===== config.mk =====
export PLATFORM = sky130hd
export DESIGN_NAME = keypad_scanner
export DESIGN_NICKNAME = d
export VERILOG_FILES = /design/src/rtl/keypad_scanner.sv
export SDC_FILE = /design/constraint.sdc
export NUM_CORES = 1
export LEC_CHECK = 0
export BUFFER_PORTS_ARGS = -buffer_cell sky130_fd_sc_hd__buf_2
export CAP_MARGIN = 5
export CELL_PAD_IN_SITES_DETAIL_PLACEMENT = 1
export CELL_PAD_IN_SITES_GLOBAL_PLACEMENT = 2
export CORE_ASPECT_RATIO = 0.75
export CORE_MARGIN = 5
export CORE_UTILIZATION = 38
export CTS_BUF_LIST = sky130_fd_sc_hd__clkbuf_8 sky130_fd_sc_hd__clkbuf_16
export CTS_CLUSTER_SIZE = 16
export DETAILED_ROUTE_END_ITERATION = 8
export PLACE_DENSITY_LB_ADDON = 0.15
export SLEW_MARGIN = 20
export SYNTH_ARGS = -nofsm -noshare
export SYNTH_HDL_FRONTEND = slang
export SYNTH_SLANG_ARGS = --single-unit

===== constraint.sdc =====
create_clock -name sys_clk -period 4.4 [get_ports sys_clk]
set_clock_uncertainty 0.15 [all_clocks]
set_input_delay 0.22 -clock sys_clk [delete_from_list [all_inputs] [get_ports sys_clk]]
set_output_delay 0.22 -clock sys_clk [all_outputs]
set_load 0.1 [all_outputs]

===== src/rtl/keypad_scanner.sv =====
// keypad_scanner: row-strobe matrix scan, per-key debounce, press/release event FIFO.
// Optional auto-repeat of the last pressed key when KEYPAD_AUTOREPEAT_EN is defined.
module keypad_scanner #(
  parameter int ROWS = 4,
  parameter int COLS = 4,
  parameter int SCAN_DIV = 1000,
  parameter int DEBOUNCE = 4,
  parameter int FIFO_DEPTH = 8,
  parameter int REPEAT_DELAY = 50,
  parameter int REPEAT_RATE = 10,
  localparam int KW = $clog2(ROWS * COLS)
) (
  input  logic            sys_clk,
  input  logic            rst_n,
  output logic [ROWS-1:0] row,
  input  logic [COLS-1:0] col,
  output logic            ev_valid,
  input  logic            ev_ready,
  output logic [KW-1:0]   ev_code,
  output logic            ev_press,
  output logic            ev_repeat,
  output logic            overflow,
  input  logic            ovf_clr,
  output logic            any_down
);
  localparam int N = ROWS * COLS;
  localparam int RW = ROWS > 1 ? $clog2(ROWS) : 1;
  localparam int CLW = COLS > 1 ? $clog2(COLS) : 1;
  localparam int DW = SCAN_DIV > 1 ? $clog2(SCAN_DIV) : 1;
  localparam int BW = $clog2(DEBOUNCE + 1);
  localparam int AW = $clog2(FIFO_DEPTH);
`ifdef KEYPAD_AUTOREPEAT_EN
  localparam int EW = KW + 2;
  localparam int PW = $clog2((REPEAT_DELAY > REPEAT_RATE ? REPEAT_DELAY : REPEAT_RATE) + 1);
`else
  localparam int EW = KW + 1;
`endif
  typedef enum logic {IDLE, UPD} state_t;
  state_t state_q, state_d;
  logic en_q;
  logic [RW-1:0] r_q, r_d, srow_q, srow_d;
  logic [DW-1:0] d_q, d_d;
  logic [CLW-1:0] c_q, c_d;
  logic [COLS-1:0] samp_q, samp_d;
  logic [N-1:0] stable_q, stable_d;
  logic [N-1:0][BW-1:0] cnt_q, cnt_d;
  logic [AW:0] wp_q, wp_d, rp_q, rp_d;
  logic [EW-1:0] mem_q [FIFO_DEPTH];
  logic [EW-1:0] ev_d, head;
  logic overflow_q, overflow_d, any_down_q;
  logic [KW-1:0] key;
  logic last_d, push, pop, wr, full;
`ifdef KEYPAD_AUTOREPEAT_EN
  logic [KW-1:0] rk_q, rk_d;
  logic ra_q, ra_d;
  logic [PW-1:0] rc_q, rc_d;
`else
  logic unused_repeat_cfg;
  assign unused_repeat_cfg = ^{REPEAT_DELAY, REPEAT_RATE};
`endif
  assign row = en_q ? ~(ROWS'(1) << r_q) : '1;
  assign last_d = d_q == DW'(SCAN_DIV - 1);
  assign key = KW'(int'(srow_q) * COLS + int'(c_q));
  assign full = (wp_q ^ rp_q) == {1'b1, {AW{1'b0}}};
  assign ev_valid = wp_q != rp_q;
  assign pop = ev_valid & ev_ready;
  assign wr = push & (~full | pop);
  assign head = mem_q[rp_q[AW-1:0]];
  assign ev_code = ev_valid ? head[KW-1:0] : '0;
  assign ev_press = ev_valid & head[KW];
`ifdef KEYPAD_AUTOREPEAT_EN
  assign ev_repeat = ev_valid & head[KW+1];
`else
  assign ev_repeat = 1'b0;
`endif
  assign overflow = overflow_q;
  assign any_down = any_down_q;
  always_comb begin
    d_d = en_q ? (last_d ? '0 : d_q + 1'b1) : d_q;
    r_d = (en_q && last_d) ? (r_q == RW'(ROWS - 1) ? '0 : r_q + 1'b1) : r_q;
    state_d = state_q;
    c_d = c_q;
    samp_d = samp_q;
    srow_d = srow_q;
    stable_d = stable_q;
    cnt_d = cnt_q;
    push = 1'b0;
    ev_d = '0;
`ifdef KEYPAD_AUTOREPEAT_EN
    rk_d = rk_q;
    ra_d = ra_q;
    rc_d = rc_q;
`endif
    if (state_q == IDLE) begin
      if (en_q && last_d) begin
        samp_d = ~col;
        srow_d = r_q;
        c_d = '0;
        state_d = UPD;
      end
    end else begin
      if (samp_q[c_q] == stable_q[key]) cnt_d[key] = '0;
      else if (cnt_q[key] == BW'(DEBOUNCE - 1)) begin
        stable_d[key] = samp_q[c_q];
        cnt_d[key] = '0;
        push = 1'b1;
        ev_d = EW'({samp_q[c_q], key});
      end else cnt_d[key] = cnt_q[key] + 1'b1;
`ifdef KEYPAD_AUTOREPEAT_EN
      // Frames are counted on the target key's own column slot, once per frame.
      if (push && samp_q[c_q]) begin
        rk_d = key;
        ra_d = 1'b1;
        rc_d = PW'(REPEAT_DELAY);
      end else if (push) ra_d = ra_q & (key != rk_q);
      else if (ra_q && key == rk_q) begin
        push = rc_q == PW'(1);
        rc_d = push ? PW'(REPEAT_RATE) : rc_q - 1'b1;
        ev_d = {2'b11, key};
      end
`endif
      state_d = c_q == CLW'(COLS - 1) ? IDLE : UPD;
      c_d = c_q + 1'b1;
    end
    wp_d = wp_q + {{AW{1'b0}}, wr};
    rp_d = rp_q + {{AW{1'b0}}, pop};
    overflow_d = (push & full & ~pop) | (overflow_q & ~ovf_clr);
  end
  always_ff @(posedge sys_clk) begin
    if (!rst_n) begin
      state_q <= IDLE;
      en_q <= 1'b0;
      r_q <= '0;
      d_q <= '0;
      c_q <= '0;
      samp_q <= '0;
      srow_q <= '0;
      stable_q <= '0;
      cnt_q <= '0;
      wp_q <= '0;
      rp_q <= '0;
      overflow_q <= 1'b0;
      any_down_q <= 1'b0;
`ifdef KEYPAD_AUTOREPEAT_EN
      rk_q <= '0;
      ra_q <= 1'b0;
      rc_q <= '0;
`endif
    end else begin
      state_q <= state_d;
      en_q <= 1'b1;
      r_q <= r_d;
      d_q <= d_d;
      c_q <= c_d;
      samp_q <= samp_d;
      srow_q <= srow_d;
      stable_q <= stable_d;
      cnt_q <= cnt_d;
      wp_q <= wp_d;
      rp_q <= rp_d;
      overflow_q <= overflow_d;
      any_down_q <= |stable_q;
`ifdef KEYPAD_AUTOREPEAT_EN
      rk_q <= rk_d;
      ra_q <= ra_d;
      rc_q <= rc_d;
`endif
    end
  end
  always_ff @(posedge sys_clk) if (rst_n && wr) mem_q[wp_q[AW-1:0]] <= ev_d;
endmodule


# Word level (Yosys, flattened, before mapping)
# Memory sizes are Yosys's and may differ from the RTL's. A register that Yosys moved wholly into a read port is not among the register bits.
# Index checks and enable logic that the tools add are counted.
dict set report totals {
  ramBits 40
  latchBits 0
  in_bits 8
  memories 1
  rom_bits 0
  wordCells 105
  output_inout_bits 13
  regBits 96
}
# memory depth word_bits read_ports rd_ports_with_merged_regs write_ports line
set memory_table {}
lappend memory_table {mem_q 8 5 1 1 1 48} ;# logic [EW-1:0] mem_q [FIFO_DEPTH];
dict set report classes {
  mul 0
  reduce_logical 7
  mux 33
  bitwise 18
  n_eq_ne 7
  shifts 1
  addsub 7
  n_lt_le_gt_ge 3
  n_div 0
}
# operator count
set op_table {}
lappend op_table {{2-to-1 mux 48 bit} 2}
lappend op_table {{AND 48 bit} 1}
lappend op_table {{bitwise mux 48 bit} 1}
lappend op_table {{NOT 48 bit} 1}
lappend op_table {{bitwise mux 16 bit} 1}
lappend op_table {{OR reduction 16 bit} 1}
lappend op_table {{2-to-1 mux 5 bit} 3}
lappend op_table {{binary-select mux 3 bit (select 4 bit)} 1}
lappend op_table {{demux 3 bit (select 4 bit)} 1}
lappend op_table {{2-to-1 mux 1 bit} 12}
lappend op_table {{adder 10 x 1 -> 10 bit, second input constant} 1}
lappend op_table {{equality test 10 bit, second input constant} 1}
lappend op_table {{2-to-1 mux 10 bit} 1}
lappend op_table {{2-to-1 mux 3 bit} 3}
lappend op_table {{adder 4 x 1 -> 4 bit} 2}
lappend op_table {{2-to-1 mux 4 bit} 2}
lappend op_table {{NOT 4 bit} 2}
lappend op_table {{AND 1 bit} 6}
lappend op_table {{2-to-1 mux 2 bit} 3}
lappend op_table {{< comparator 4 x 5 -> 1 bit, second input constant} 1}
lappend op_table {{NOT 1 bit} 5}
lappend op_table {{adder 2 x 1 -> 2 bit, second input constant} 2}
lappend op_table {{adder 4 x 2 -> 4 bit} 1}
lappend op_table {{binary-select mux 1 bit (select 4 bit)} 1}
lappend op_table {{other kinds (17)} 21}

# Logic depth before layout (Yosys ltp)
# Gate-level depths: netlist (run 1).
dict set report depth {
  depth_word 11
  mapped_depth 16
  depth_no_buf 15
}

# Least setup slack after synthesis (run 1)
# No wires, ideal clock.
dict set report synth_path {
  path_kind {reg-to-reg}
  start {reg c_q[0]}
  end {mem mem_q[4][0] (netlist name) (enable)}
  path_buffers 2
  t_required_ns 3.869
  t_arrival_ns 3.761
  stages_incl_launch_ff 12
  slack_ns 0.108
  setup_ns 0.381
  period_less_slack_ns 4.292
  path_cell_list {dfxtp_1 buf_6 buf_1 mux4_2 mux4_2 inv_1 ha_1 and2_1 nand3_1 mux2i_1 o21bai_2 nor4_1}
}
dict set report synth_between {
  elab_chain_cells 11
  elab_cells_between_ends 16
  classes_between {add/sub: 1; eq/ne: 2; mux: 11; bitwise: 1; reduce/logical: 1}
}
# item line
set synth_rtl {}
lappend synth_rtl {{start, declared} 43} ;# logic [CLW-1:0] c_q, c_d;
lappend synth_rtl {{start signal, assigned} 135} ;# c_q <= '0;
lappend synth_rtl {{start signal, assigned} 154} ;# c_q <= c_d;
lappend synth_rtl {{adder 4 x 2 -> 4 bit} 63} ;# assign key = KW'(int'(srow_q) * COLS + int'(c_q));
lappend synth_rtl {{binary-select mux 3 bit (select 4 bit)} 103} ;# else if (cnt_q[key] == BW'(DEBOUNCE - 1)) begin
lappend synth_rtl {{2-to-1 mux 3 bit (implied by the code)} 103}
lappend synth_rtl {{equality test 3 x 2 -> 1 bit} 103}
lappend synth_rtl {{2-to-1 mux 1 bit} 103}
lappend synth_rtl {{2-to-1 mux 1 bit *} 102} ;# if (samp_q[c_q] == stable_q[key]) cnt_d[key] = '0;
lappend synth_rtl {{2-to-1 mux 1 bit *} 94} ;# if (state_q == IDLE) begin
lappend synth_rtl {{AND 1 bit *} 67} ;# assign wr = push & (~full | pop);
lappend synth_rtl {{logical AND 1 bit *} 170} ;# always_ff @(posedge sys_clk) if (rst_n && wr) mem_q[wp_q[AW-1:0]] <= ev_d;
lappend synth_rtl {{2-to-1 mux 1 bit *} 170}
lappend synth_rtl {{2-to-1 mux 1 bit (implied by the code) *} 170}
lappend synth_rtl {{end, declared} 48}
# Every way passes the cells marked *; elsewhere a longest branch is shown, timed or not. The select of a mux whose other input is x is not followed.

# Worst setup path after layout (run 1)
dict set report layout_path {
  start {reg c_q[0]}
  end {reg cnt_q[24] (netlist name)}
}
dict set report layout_between {
  elab_chain_cells 9
  elab_cells_between_ends 20
  classes_between {add/sub: 2; order compare: 2; eq/ne: 2; mux: 11; bitwise: 2; reduce/logical: 1}
}
# item line
set layout_rtl {}
lappend layout_rtl {{parallel branches: the longest is 8 deep, another holds adder 4 x 2 -> 4 bit} --}
lappend layout_rtl {{2-to-1 mux 48 bit *} 102}
lappend layout_rtl {{end signal, assigned} 158} ;# cnt_q <= cnt_d;
lappend layout_rtl {{end, declared} 46} ;# logic [N-1:0][BW-1:0] cnt_q, cnt_d;
# Every way passes the cells marked *. The select of a mux whose other input is x is not followed.
# A chain may end at the register's enable or synchronous reset.

==> results of run 1 <==
## cell usage in the layout, fill, tap and decap left out, types with 10 or more instances in the layout
master	synthesis	layout
edfxtp_1	40	40
o21ai_0	22	22
nor3_1	11	11
nand2_1	31	31
xnor2_1	12	12
o21ai_2	23	23
buf_2	1	19
dfxtp_1	96	96
a32o_1	12	12
clkbuf_16	0	17
buf_4	1	18
mux2i_1	13	13
nand3_1	72	72
inv_1	12	14
and2_1	10	10
mux4_2	23	23
nor2_1	44	44
ha_1	15	15
## synthesized netlist by cell type, drive strengths merged
library cell | count | share of area
dfxtp | 96 | 0.31
nand3 | 72 | 0.059
nor3 | 11 | 0.0090
o21a | 2 | 0.0024
nand3b | 4 | 0.0049
nand2 | 31 | 0.019
mux2i | 16 | 0.028
ha | 15 | 0.031
o21ai | 54 | 0.058
o21bai | 2 | 0.0037
nand4 | 3 | 0.0031
conb | 1 | 0.00061
and2 | 10 | 0.010
or2 | 1 | 0.0010
mux2 | 1 | 0.0018
xnor2 | 12 | 0.017
a41oi | 1 | 0.0014
a22oi | 1 | 0.0012
xor2 | 5 | 0.0071
a32o | 12 | 0.020
a211oi | 4 | 0.0049
o22ai | 1 | 0.0010
nor2b | 7 | 0.0071
a22o | 1 | 0.0014
mux4 | 29 | 0.11
nor4 | 7 | 0.0071
nand2b | 3 | 0.0031
a31oi | 2 | 0.0020
a221oi | 1 | 0.0014
and3 | 4 | 0.0041
a21oi | 4 | 0.0033
clkbuf | 26 | 0.016
edfxtp | 40 | 0.20
or4 | 2 | 0.0024
inv | 12 | 0.0073
nor2 | 44 | 0.027
nor4b | 1 | 0.0024
nor3b | 2 | 0.0024
buf | 10 | 0.012
## per-stage QoR
step	utilization	hold slack (ps)	std cells	cell area [sq um]
6_report	0.444	44.9	798	7100
5_1_grt	0.444	32.9	798	7100
4_1_cts	0.444	16.9	798	7100
3_5_place_dp	0.405	258	761	6470
3_3_place_gp	0.405	256	761	6470
2_1_floorplan	-	97.7	550	6140
## logic make-up (layout without fill, tap and decap cells)
logic type	Yosys count	in the layout
XOR/XNOR	17	17
flip-flops	136	136
other	1	1
buffers and inverters	48	86
multiplexers	46	46
AO/OA/AOI/OAI	85	85
AND/OR/NAND/NOR	202	202
adder cells (fa/ha/maj)	15	15
## state kept, by name, summed over array words and instances, names as in the netlist
signal and cells:
srow_q 2, wp_q 4, cnt_q 48, rp_q 4
d_q 10, overflow 1, en_q 1, state_q 1
stable_q 16, r_q 2, any_down 1, c_q 2
mem_q 40, samp_q 4
## power by group through the flow
| stage | Combinational (W) | Sequential (W) | Clock (W) |
|---|---|---|---|
| 6_report | 0.0000546 | 0.00129 | 0.00141 |
| 5_1_grt | 0.0000588 | 0.00129 | 0.00151 |
| 4_1_cts | 0.0000552 | 0.00129 | 0.00145 |
| 3_5_place_dp | 0.0000515 | 0.00132 | 0 |
| 3_3_place_gp | 0.0000500 | 0.00132 | 0 |
| 2_1_floorplan | 0.0000338 | 0.00132 | 0 |
## path summary, 6_finish.rpt
kind	start	end	cells after the start
max reg2reg	c_q[0]	cnt_q[24]	10
min	ev_ready	overflow	4
max	c_q[0]	cnt_q[24]	10
min reg2reg	cnt_q[10]	cnt_q[10]	2
## timing repair
action                                 CTS  global route
hold buffers                             5             0
setup buffers                            0             0
resized for setup                        0             0
endpoints found under the hold margin    5             0
## routing by layer
metal  vias up  track usage  routed length (microns)
li1       2091            -                        -
met1      2161        0.246                     7390
met2        87        0.272                     7050
met3        15       0.0407                      722
met4         0       0.0455                      162
met5         -            0                        0
## worst min-delay path, delay by kind of cell
| kind | cells | cell delay, ps |
|---|---|---|
| and+or+nand+nor | 2 | 180 |
| buffers and inverters | 1 | 90 |
| AOI/OAI and AO/OA | 1 | 70 |
## cell type report
type                            count  share of cell area
Multi-Input combinational cell    366               0.396
Clock buffer                       17              0.0600
Timing Repair Buffer               42              0.0395
Sequential cell                   136               0.440
Inverter                           12             0.00635
Clock inverter                     15              0.0215
Tap cell                          210              0.0370
==> results.ini, run 1 <==
[outcome]
status = finished, final reports clean

[yosys]
synth-seq-cells = 136
syn_avg_cell_area_sq_um = 11.2
seq_area_frac_synth = 0.508
ys_warn_count = 0
yosys.area_share.simple = 0.161
syn_nets = 573
synth_top_family_by_area = simple AND/OR/NAND/NOR gates
synth_area_sq_mm = 0.00614
synth-xor-area-share = 0.0242
synth.distinct_cells = 46
synth-adder-area-share = 0.0305
synth_compound_area_frac = 0.100
syn_inst = 550
synthMuxAreaShare = 0.140

[routing]
wl_per_cell_microns = 19.2
dr.pass1.iters = 4
route.detailed.drc = 0
wirelength_microns = 15300
vias = 4354
first_iter_violations = 259
ant_nets = 0
via_per_inst = 5.46

[cts]
cts_buffers = 17
clock_path_buffers = 2
cts_max_level = 4
clk_pin_slew_ps = 60
cts_root_buf = clkbuf_16
clk_latency_ps = 420
cts_tree = yes
clock_sinks = 136

[setup_path]
critPathKind = flop to flop
ff2ff_setup_slack_ps = 480
crit_family = compound AO/OA/AOI/OAI gates
endpoint_kind = flop
critical_path_arrival_ps = 4100
critical_path_buf_inv_count = 2
required_ps = 4580
path_cells = buf_4 -> mux4_2 -> a221oi_1 -> inv_1 -> ha_1 -> ha_1 -> or4_1 -> mux2i_2 -> o21ai_2 -> o21ai_0
cpMaxStageDelayCell = mux4_2
cp_max_fo = 16
cpPeakStageDelay_ps = 530
critPathLaunchType = flop
crit_top_cell = ha_1

[finish]
drive_gt1_frac = 0.204
seq_area_sq_mm = 0.00312
fill_cells = 1702
nNetsFinal = 598
multi_input_area_sq_mm = 0.00281
n_antenna_cell = 0
area_growth_pct = 15.5

[floorplanning]
core_area_sq_mm = 0.0160
die_w_microns = 157
die_area_sq_mm = 0.0188
rows = 40
die_h_microns = 120
start_util = 0.385
io_pins = 21

[grt]
grt.overflow.total = 0
grt_pass1_wl_microns = 25400
antenna_found_initial = 0
grt_use_total = 0.175
grt_max_degree = 54
grt_pass1_vias = 4532

[timing]
maxSlewViolCount = 0
finalSetupTns_ps = 0
worst_pin_slew_ps = 996
hold_viol = 0
fmax_ghz = 0.255
fin_crit_ps = 3920
grt_setup_unrepaired = false
fin_crit_sh = 0.891
slew_headroom = 0.336
worst_slack_ps = 478
setup_viol = 0

[power_and_ir_drop]
power_w = 0.00275
p_clk_frac = 0.511
p_per_area_mw_per_mm2 = 388
p_seq_frac = 0.469
p_sw_w = 0.000615
combPwrFrac = 0.020
swShare = 0.223
vdd_drop_max_v = 0.000217
internal-power_w = 0.00214
power_leakage_nw = 2.37

[run]
maxCapViolations = 0

[place]
pre_cts_ws_ps = 496
gp_congestion = 0.817
numPortBuffers = 19
hpwl_microns = 10500

[min_path]
hold_class = input port to flop

Power figures use the tool's default switching activity.
==> inputs of run 2 (changes only) <==
ABC_AREA = 0   (was unset)
CELL_PAD_IN_SITES_DETAIL_PLACEMENT = 0   (was 1)
CELL_PAD_IN_SITES_GLOBAL_PLACEMENT = 1   (was 2)
CORE_UTILIZATION = 45   (was 38)
==> run 2 against run 1 <==
Against the previous run:
- utilization is 7.7 points higher
- die area is 14% lower
- highest routed layer unchanged
- fmax is 3.3% lower
- sequential share of layout area is 0.15 points higher
- worst hold slack better by 95 ps
- sequential cell count stayed put
- largest cell class unchanged
- combinational power is 3% lower
- first-iteration DRC count is 30% higher
- count of clock-buffer cells in the layout is 2 higher
==> results.ini, run 2 (synthesis gave the netlist of run 1 again) <==
[outcome]
status = finished, final reports clean

[routing]
vias = 4226  ; -2.9%
via_per_inst = 5.54  ; +1.5%
wl_per_cell_microns = 17.8  ; -7.2%
first_iter_violations = 336  ; +30%
dr.pass1.iters = 4  ; unchanged
route.detailed.drc = 0  ; unchanged
wirelength_microns = 13600  ; -11%
ant_nets = 0  ; unchanged

[finish]
area_growth_pct = 15.1
fill_cells = 1194  ; -30%
finalInstanceArea_sq_mm = 0.00707  ; -0.34%
nNetsFinal = 598  ; unchanged
drive_gt1_frac = 0.207  ; +0.00340
largest_register_ffs = 48  ; unchanged
layout_commonest_cell = dfxtp_1
final_cell_mix = 96 x dfxtp_1, 72 x nand3_1, 44 x nor2_1
top_register = cnt_q
n_antenna_cell = 0  ; unchanged

[power_and_ir_drop]
internal-power_w = 0.00214  ; +0.28%
combPwrFrac = 0.019  ; about the same
p_sw_w = 0.000613  ; -0.35%
vdd_drop_max_v = 0.000281  ; +29%
power_w = 0.00276  ; +0.14%
p_clk_frac = 0.512  ; about the same
swShare = 0.222  ; -0.00110
p_seq_frac = 0.469  ; about the same
power_leakage_nw = 2.39  ; +0.52%
p_per_area_mw_per_mm2 = 390  ; +0.48%

[grt]
grt_pass1_wl_microns = 22900  ; -9.7%
grt_max_degree = 76  ; +41%
antenna_found_initial = 0  ; unchanged
grt_pass1_vias = 4246  ; -6.3%
grt_use_total = 0.179  ; +0.00409
grt.overflow.total = 0  ; unchanged

[setup_path]
cp_max_fo = 11  ; -5
crit_start = c_q[0]
reg2regPathDepth = 13  ; +3
endpoint_kind = flop
critPathLaunchType = flop
critPathKind = flop to flop
critical_path_arrival_ps = 4210  ; +110 ps
r2r_start = c_q[0]
required_ps = 4560  ; -20 ps

[timing]
worst_slack_ps = 343  ; -135 ps
fin_crit_sh = 0.922  ; +0.0306
hold_viol = 0  ; unchanged
fmax_ghz = 0.246  ; -3.3%
finalSetupTns_ps = 0  ; unchanged
maxSlewViolCount = 0  ; unchanged
slew_headroom = 0.355  ; +0.0193
fin_crit_ps = 4060  ; +135 ps
worst_pin_slew_ps = 967  ; -28.8 ps
setup_viol = 0  ; unchanged
fin_hold_ws_ps = 140  ; +95.2 ps
grt_setup_unrepaired = false

[cts]
clk_pin_slew_ps = 60  ; about the same
clk_latency_ps = 420  ; about the same
clock_path_buffers = 2  ; unchanged
cts_buffers = 17  ; unchanged
cts_tree = yes
clock_sinks = 136  ; unchanged
cts_resized = 0  ; unchanged
cts_max_level = 4  ; unchanged
cts_root_buf = clkbuf_16

[floorplanning]
rows = 37  ; -7.5%
start_util = 0.453  ; +0.0681
io_pins = 21  ; unchanged
core_area_sq_mm = 0.0136  ; -15%
die_w_microns = 145  ; -7.6%
die_area_sq_mm = 0.0161  ; -14%
die_h_microns = 111  ; -7.4%

[min_path]
hold_depth = 4  ; unchanged
hold_class = input port to flop
hp-start = rst_n

[run]
maxCapViolations = 0  ; unchanged

[place]
dpl_cell_area_sq_mm = 0.00642  ; -0.79%
pre_cts_ws_ps = 434  ; -61.3 ps
gp_congestion = 0.763  ; -6.5%
hpwl_microns = 9330  ; -11%
numPortBuffers = 19  ; unchanged

## run 2: cell count changes in the layout (fill, tap and decap cells not counted), sizes merged
cell / before / now
clkinv: 5 / 4
clkinvlp: 2 / 1
bufinv: 2 / 1
dlygate4sd3: 5 / 6
clkbuf: 17 / 19
buf: 37 / 36
inv: 18 / 19
## run 2: power by group through the flow
stage	Sequential (W)	Combinational [W]	Clock, W
floorplan	0.00132	0.0000338	0
global placement	0.00132	0.0000492	0
detailed placement	0.00132	0.0000500	0
CTS	0.00129	0.0000536	0.00144
global route	0.00129	0.0000591	0.00150
finish	0.00129	0.0000532	0.00141
## run 2: critical path, stage by stage (launching register included)
cell           delay (ps)
dfxtp_1               480
buf_4                 300
mux4_2                520
a221oi_1              410
inv_1                  90
ha_1                  210
ha_1                  230
and2_1                180
nand3b_1              100
mux2i_1               100
buf_4                 210
nor2_1                270
o22ai_1               140
dlygate4sd3_1         560
## run 2: cell type report
type	instances	area [sq um]	area share
Clock inverter	13	131	0.0186
Multi-Input combinational cell	366	2810	0.397
Tap cell	175	219	0.0310
Timing Repair Buffer	42	283	0.0400
Clock buffer	19	464	0.0656
Inverter	12	45.0	0.00637
Sequential cell	136	3120	0.442
## run 2: worst paths after layout
| kind | end | slack, ps |
|---|---|---|
| min reg2reg | cnt_q[10] | 310 |
| max | overflow | 340 |
| max reg2reg | overflow | 340 |
| min | wp_q[3] | 140 |
## run 2: stage by stage
stage,cells,utilization
after global placement,725,0.473
after global routing,763,0.521
final,763,0.521
after CTS,763,0.521
after floorplan,550,-
after detailed placement,725,0.473
## run 2: routing by layer
layer / share of wire / wire length, microns / up-vias / global-route usage
met3: 0.047 / 637 / 14 / 0.0499
met4: 0.011 / 156 / 0 / 0.0533
met2: 0.44 / 6040 / 76 / 0.265
met1: 0.50 / 6770 / 2045 / 0.256
met5: 0 / 0 / - / 0
li1: - / - / 2091 / -
## run 2: what timing repair did
| item | CTS | global route |
|---|---|---|
| endpoints found under the hold margin | 5 | 0 |
| hold buffers | 6 | 0 |
| setup buffers | 0 | 0 |
